===== src/rtl/booth_seq_ctrl_if.sv =====
// Two-requester operand handshake and result channel for booth_seq_ctrl.
// The master modport is the requester/consumer side; the slave modport is the multiplier.
interface booth_seq_ctrl_if;
    logic       req0_valid;
    logic [3:0] req0_x;
    logic [3:0] req0_y;
    logic       req0_ready;
    logic       req1_valid;
    logic [3:0] req1_x;
    logic [3:0] req1_y;
    logic       req1_ready;
    logic       res_valid;
    logic       res_ready;
    logic [7:0] res_z;
    logic       res_id;
    logic       busy;

    modport master (
        output req0_valid, req0_x, req0_y,
        input  req0_ready,
        output req1_valid, req1_x, req1_y,
        input  req1_ready,
        input  res_valid, res_z, res_id, busy,
        output res_ready
    );

    modport slave (
        input  req0_valid, req0_x, req0_y,
        output req0_ready,
        input  req1_valid, req1_x, req1_y,
        output req1_ready,
        output res_valid, res_z, res_id, busy,
        input  res_ready
    );
endinterface


===== src/rtl/booth_seq_ctrl.sv =====
// Sequential radix-2 Booth 4x4 signed multiplier shared by two requesters.
// Define BOOTH_SEQ_CTRL_RR_EN for round-robin arbitration; fixed priority otherwise.
module booth_seq_ctrl (
    input  logic            clk,
    input  logic            rst,
    booth_seq_ctrl_if.slave bus
);
    typedef enum logic [1:0] {IDLE, ITER, DONE} state_t;

    state_t     state;
    state_t     state_nx;
    logic [3:0] x_q;
    logic [3:0] y_q;
    logic [7:0] acc;
    logic       e_q;
    logic [1:0] cnt;
    logic [7:0] res_z_q;
    logic       res_id_q;
    logic       res_valid_q;
    logic       gnt0;
    logic       gnt1;
    logic       rdy0;
    logic       rdy1;
    logic       hs;
    logic       hs_id;
    logic [7:0] y_sh;
    logic [7:0] acc_nx;

`ifdef BOOTH_SEQ_CTRL_RR_EN
    // last_id holds the requester served most recently; reset to 1 so req0 wins first
    logic last_id;

    always_ff @(posedge clk or posedge rst) begin
        if (rst)     last_id <= 1'b1;
        else if (hs) last_id <= hs_id;
    end

    assign gnt0 = bus.req0_valid && (!bus.req1_valid || last_id);
    assign gnt1 = bus.req1_valid && (!bus.req0_valid || !last_id);
`else
    assign gnt0 = bus.req0_valid;
    assign gnt1 = bus.req1_valid && !bus.req0_valid;
`endif

    always_ff @(posedge clk or posedge rst) begin
        if (rst) state <= IDLE;
        else     state <= state_nx;
    end

    always_comb begin
        state_nx = state;
        rdy0     = 1'b0;
        rdy1     = 1'b0;
        hs       = 1'b0;
        hs_id    = 1'b0;
        case (state)
            IDLE: begin
                rdy0 = gnt0;
                rdy1 = gnt1;
                if (gnt0 || gnt1) begin
                    hs       = 1'b1;
                    hs_id    = gnt1;
                    state_nx = ITER;
                end
            end
            ITER: if (cnt == 2'd3) state_nx = DONE;
            DONE: if (bus.res_ready) state_nx = IDLE;
            default: state_nx = IDLE;
        endcase
    end

    // One Booth recoding step on bit pair {X[i], E}
    assign y_sh = {{4{y_q[3]}}, y_q} << cnt;

    always_comb begin
        acc_nx = acc;
        case ({x_q[cnt], e_q})
            2'b10:   acc_nx = acc - y_sh;
            2'b01:   acc_nx = acc + y_sh;
            default: acc_nx = acc;
        endcase
    end

    always_ff @(posedge clk or posedge rst) begin
        if (rst) begin
            x_q         <= '0;
            y_q         <= '0;
            acc         <= '0;
            e_q         <= 1'b0;
            cnt         <= '0;
            res_z_q     <= '0;
            res_id_q    <= 1'b0;
            res_valid_q <= 1'b0;
        end else if (hs) begin
            x_q      <= hs_id ? bus.req1_x : bus.req0_x;
            y_q      <= hs_id ? bus.req1_y : bus.req0_y;
            res_id_q <= hs_id;
            acc      <= '0;
            e_q      <= 1'b0;
            cnt      <= '0;
        end else if (state == ITER) begin
            acc <= acc_nx;
            e_q <= x_q[cnt];
            cnt <= cnt + 2'd1;
            if (cnt == 2'd3) begin
                res_z_q     <= acc_nx;
                res_valid_q <= 1'b1;
            end
        end else if (state == DONE && bus.res_ready) begin
            res_valid_q <= 1'b0;
        end
    end

    assign bus.req0_ready = rdy0;
    assign bus.req1_ready = rdy1;
    assign bus.res_valid  = res_valid_q;
    assign bus.res_z      = res_z_q;
    assign bus.res_id     = res_id_q;
    assign bus.busy       = (state != IDLE);
endmodule


===== src/flat_wrapper.sv =====
// flat-port wrapper written by rule: the top's interface ports become plain ports
module booth_seq_ctrl_flat 
  (clk, rst, bus_req0_valid, bus_req0_x, bus_req0_y, bus_req0_ready, bus_req1_valid, bus_req1_x, bus_req1_y, bus_req1_ready, bus_res_valid, bus_res_z, bus_res_id, bus_busy, bus_res_ready);
  booth_seq_ctrl_if bus_i ();
  input  logic clk;
  input  logic rst;
  input wire logic [$bits(bus_i.req0_valid)-1:0] bus_req0_valid;
  input wire logic [$bits(bus_i.req0_x)-1:0] bus_req0_x;
  input wire logic [$bits(bus_i.req0_y)-1:0] bus_req0_y;
  output wire logic [$bits(bus_i.req0_ready)-1:0] bus_req0_ready;
  input wire logic [$bits(bus_i.req1_valid)-1:0] bus_req1_valid;
  input wire logic [$bits(bus_i.req1_x)-1:0] bus_req1_x;
  input wire logic [$bits(bus_i.req1_y)-1:0] bus_req1_y;
  output wire logic [$bits(bus_i.req1_ready)-1:0] bus_req1_ready;
  output wire logic [$bits(bus_i.res_valid)-1:0] bus_res_valid;
  output wire logic [$bits(bus_i.res_z)-1:0] bus_res_z;
  output wire logic [$bits(bus_i.res_id)-1:0] bus_res_id;
  output wire logic [$bits(bus_i.busy)-1:0] bus_busy;
  input wire logic [$bits(bus_i.res_ready)-1:0] bus_res_ready;
  assign bus_i.req0_valid = bus_req0_valid;
  assign bus_i.req0_x = bus_req0_x;
  assign bus_i.req0_y = bus_req0_y;
  assign bus_req0_ready = bus_i.req0_ready;
  assign bus_i.req1_valid = bus_req1_valid;
  assign bus_i.req1_x = bus_req1_x;
  assign bus_i.req1_y = bus_req1_y;
  assign bus_req1_ready = bus_i.req1_ready;
  assign bus_res_valid = bus_i.res_valid;
  assign bus_res_z = bus_i.res_z;
  assign bus_res_id = bus_i.res_id;
  assign bus_busy = bus_i.busy;
  assign bus_i.res_ready = bus_res_ready;
  booth_seq_ctrl u_core (.clk(clk), .rst(rst), .bus(bus_i));
endmodule

===== config.mk =====
export PLATFORM = sky130hd
export DESIGN_NAME = booth_seq_ctrl_flat
export DESIGN_NICKNAME = d
export VERILOG_FILES = /design/src/rtl/booth_seq_ctrl_if.sv /design/src/rtl/booth_seq_ctrl.sv /design/src/flat_wrapper.sv
export SDC_FILE = /design/constraint.sdc
export NUM_CORES = 1
export LEC_CHECK = 0
export ABC_AREA = 1
export CORE_MARGIN = 2
export CORE_UTILIZATION = 50
export CTS_CLUSTER_DIAMETER = 150
export DETAILED_ROUTE_END_ITERATION = 6
export PLACE_DENSITY = 0.84
export SYNTH_ARGS = -nofsm -noshare
export SYNTH_HDL_FRONTEND = slang
export SYNTH_SLANG_ARGS = --single-unit

===== constraint.sdc =====
create_clock -name clk -period 8.2 [get_ports clk]
set_clock_uncertainty 0.2 [all_clocks]
set_input_delay 2.46 -clock clk [delete_from_list [all_inputs] [get_ports clk]]
set_output_delay 2.46 -clock clk [all_outputs]
set_load 0.01 [all_outputs]

==> metrics.csv <==
metric,value,unit
status,"finished, final reports clean",
pre-CTS setup slack,1357,ps
Synth cell types,32,
clk sinks,31,
cts bufs inserted,5,
RSZ-0062 raised after global routing,no,
WL/cell,12.04,um
Initial Util,51.29,%
proportion of layout cells with a drive suffix above 1,12.04,%
placed insts,341,
DP Wirelength,3234,um
Register Area,775.7,sq um
Critical-path top delay cell,clkdlybuf4s50_1,
row cnt,23,
Overflow after GRT,0,
final-report setup violation count,0,
first-pass GRT wire length,7272,um
Critical Path Source Type,primary input,
Synth warnings,0,
total count of hold-check failures in the final report,0,
crit-path cells,"clkdlybuf4s50_1, inv_1, nor2_1, clkdlybuf4s50_1",
Min Hold Slack,283.2,ps
initial antenna violation count,0,
overall via count from detail_route,1796,
Ports,34,
WS Path Type,in2out,
Worst setup EP type,output port,
period utilization,83.58,%
DRC errors left,0,
Final nets,330,
ys flop type,dfrtp_1,
Syn Std Cell Area,2037,sq um
Fill cells,364,
register clock-pin slew on the reported worst setup and hold paths,60,ps
Slew HR,51.65,%
largest net degree at the start of global routing,32,
setup tns final,0,ps
most used cell along the critical path,clkdlybuf4s50_1,
Post-CTS Hold Buffers,0,
GP Congestion,0.8420,
IO Port Bufs,33,
Synth-to-Final Area Change,21.93,%
H-tree depth,2,
"Seq/Total Area, Yosys",38.08,%
Critical Path RT,5540,ps
final non-filler cell total,349,
"Setup Fix Bufs, Post-CTS",0,
core area,3971,sq um
Worst Tran Pin Value,722.5,ps
fmax,145.9,MHz
Hold WC Path Type,reg2reg,
CTS max path bufs,2,
cells after synthesis,262,
fin. max-slew vios,0,
CTS tree,done,
Total Routed Length,4201,um
vias in the first global route,1720,
Crit path arrival time,4190,ps
initial drt markers,58,
vias per cell,5.146,
PostCTS Resize Cnt,0,
Worst path max stage delay,670,ps
asr flop ratio synth,100.0,%
worst-skew pair later-pin latency,290,ps
Yosys reg bits,31,
Root Buffer,clkbuf_8,
PnR worst setup slack,1347,ps
Tmin final,6853,ps
Post-synth EDFFs,0,
area of the die,4600,sq um
area occupied by multi-input gates,1086,sq um
syn_nets,294,
Routed Antenna Nets,0,
Max Cap Viol,0,
syn_area_per_cell,7.775,sq um
crit-path max FO,11,
DIE WIDTH,67.83,um
Total GRT Usage,21.03,%
First-pass DRT Iterations,4,
die height,67.83,um
number of diodes,0,
==> placed cells by master (no fill, tap or decap), drive strengths merged <==
cell,instances
a21boi,1
a21oi,21
buf,1
clkbuf,6
clkdlybuf4s50,33
clkinv,3
clkinvlp,1
dfrtp,31
fa,1
ha,10
inv,33
nand2,72
nand3,15
nand4,2
nor2,22
o211ai,1
o21ai,33
o22ai,4
xnor2,1
xor2,8
==> cell families after synthesis <==
kind of cell	share of synthesized area, %
adder cells (fa/ha/maj)	7.125
AND/OR/NAND/NOR	25.98
buffers and inverters	8.599
XOR/XNOR	3.870
flip-flops	38.08
AO/OA/AOI/OAI	16.34
==> critical path, delay by kind of cell <==
family / cells / cell delay, ps
buffers and inverters: 3 / 1170
and+or+nand+nor: 1 / 570
==> per-stage QoR <==
| stage | cell area, sq um | utilization [%] |
|---|---|---|
| global route | 2484 | 62.54 |
| floorplan | 2037 | - |
| CTS | 2484 | 62.54 |
| detailed placement | 2399 | 60.40 |
| finish | 2484 | 62.54 |
| global placement | 2399 | 60.40 |
==> synth_stat cells (all sizes together) (2+ instances only) <==
cell / n / share of area [%]
nand2: 72 / 15
a21oi: 21 / 6.1
nor2: 22 / 5.7
inv: 33 / 6.1
clkinv: 2 / 0.61
nand3: 15 / 4.7
dfrtp: 31 / 38
buf: 4 / 1.7
ha: 10 / 6.1
o21ai: 33 / 8.3
xor2: 8 / 3.4
nand4: 2 / 0.92
o22ai: 4 / 1.2
==> routing by layer <==
layer	wire, um	up-vias	global-route usage [%]
met4	65	0	7.750
met3	229	8	4.770
li1	-	920	-
met5	0	-	0
met1	1869	829	25.76
met2	2037	39	36.15
==> registers in the layout, summed over array words and instances (netlist names) <==
signal,cells
u_core.y_q,4
u_core.acc,8
u_core.bus.res_z,8
u_core.state,2
u_core.e_q,1
u_core.bus.res_id,1
u_core.x_q,4
u_core.cnt,2
u_core.bus.res_valid,1
==> worst paths after layout <==
| path | startpoint | endpoint | slack, ps | depth (start not counted) |
|---|---|---|---|---|
| max | bus_req0_valid | bus_req0_ready | 1350 | 4 |
| min | u_core.bus.res_z[4] | u_core.bus.res_z[4] | 280 | 2 |
| max reg2reg | u_core.cnt[1] | u_core.acc[7] | 4840 | 23 |
| min reg2reg | u_core.bus.res_z[4] | u_core.bus.res_z[4] | 280 | 2 |
| max in group asynchronous | rst | u_core.y_q[3] | 5170 | 3 |
| min in group asynchronous | rst | u_core.state[1] | 2340 | 3 |
==> final cells by class <==
type	count	share of cell area (%)
repair buffers	34	13.60
inverters	35	5.491
clock inverters	2	0.5038
well taps	50	2.519
flip-flops and latches	31	31.23
clock buffers	6	2.922
multi-input cells	191	43.73
Power is left out: the tool's default activity adds up to more than one toggle a clock period on the data nets, which glitch-free logic cannot reach.
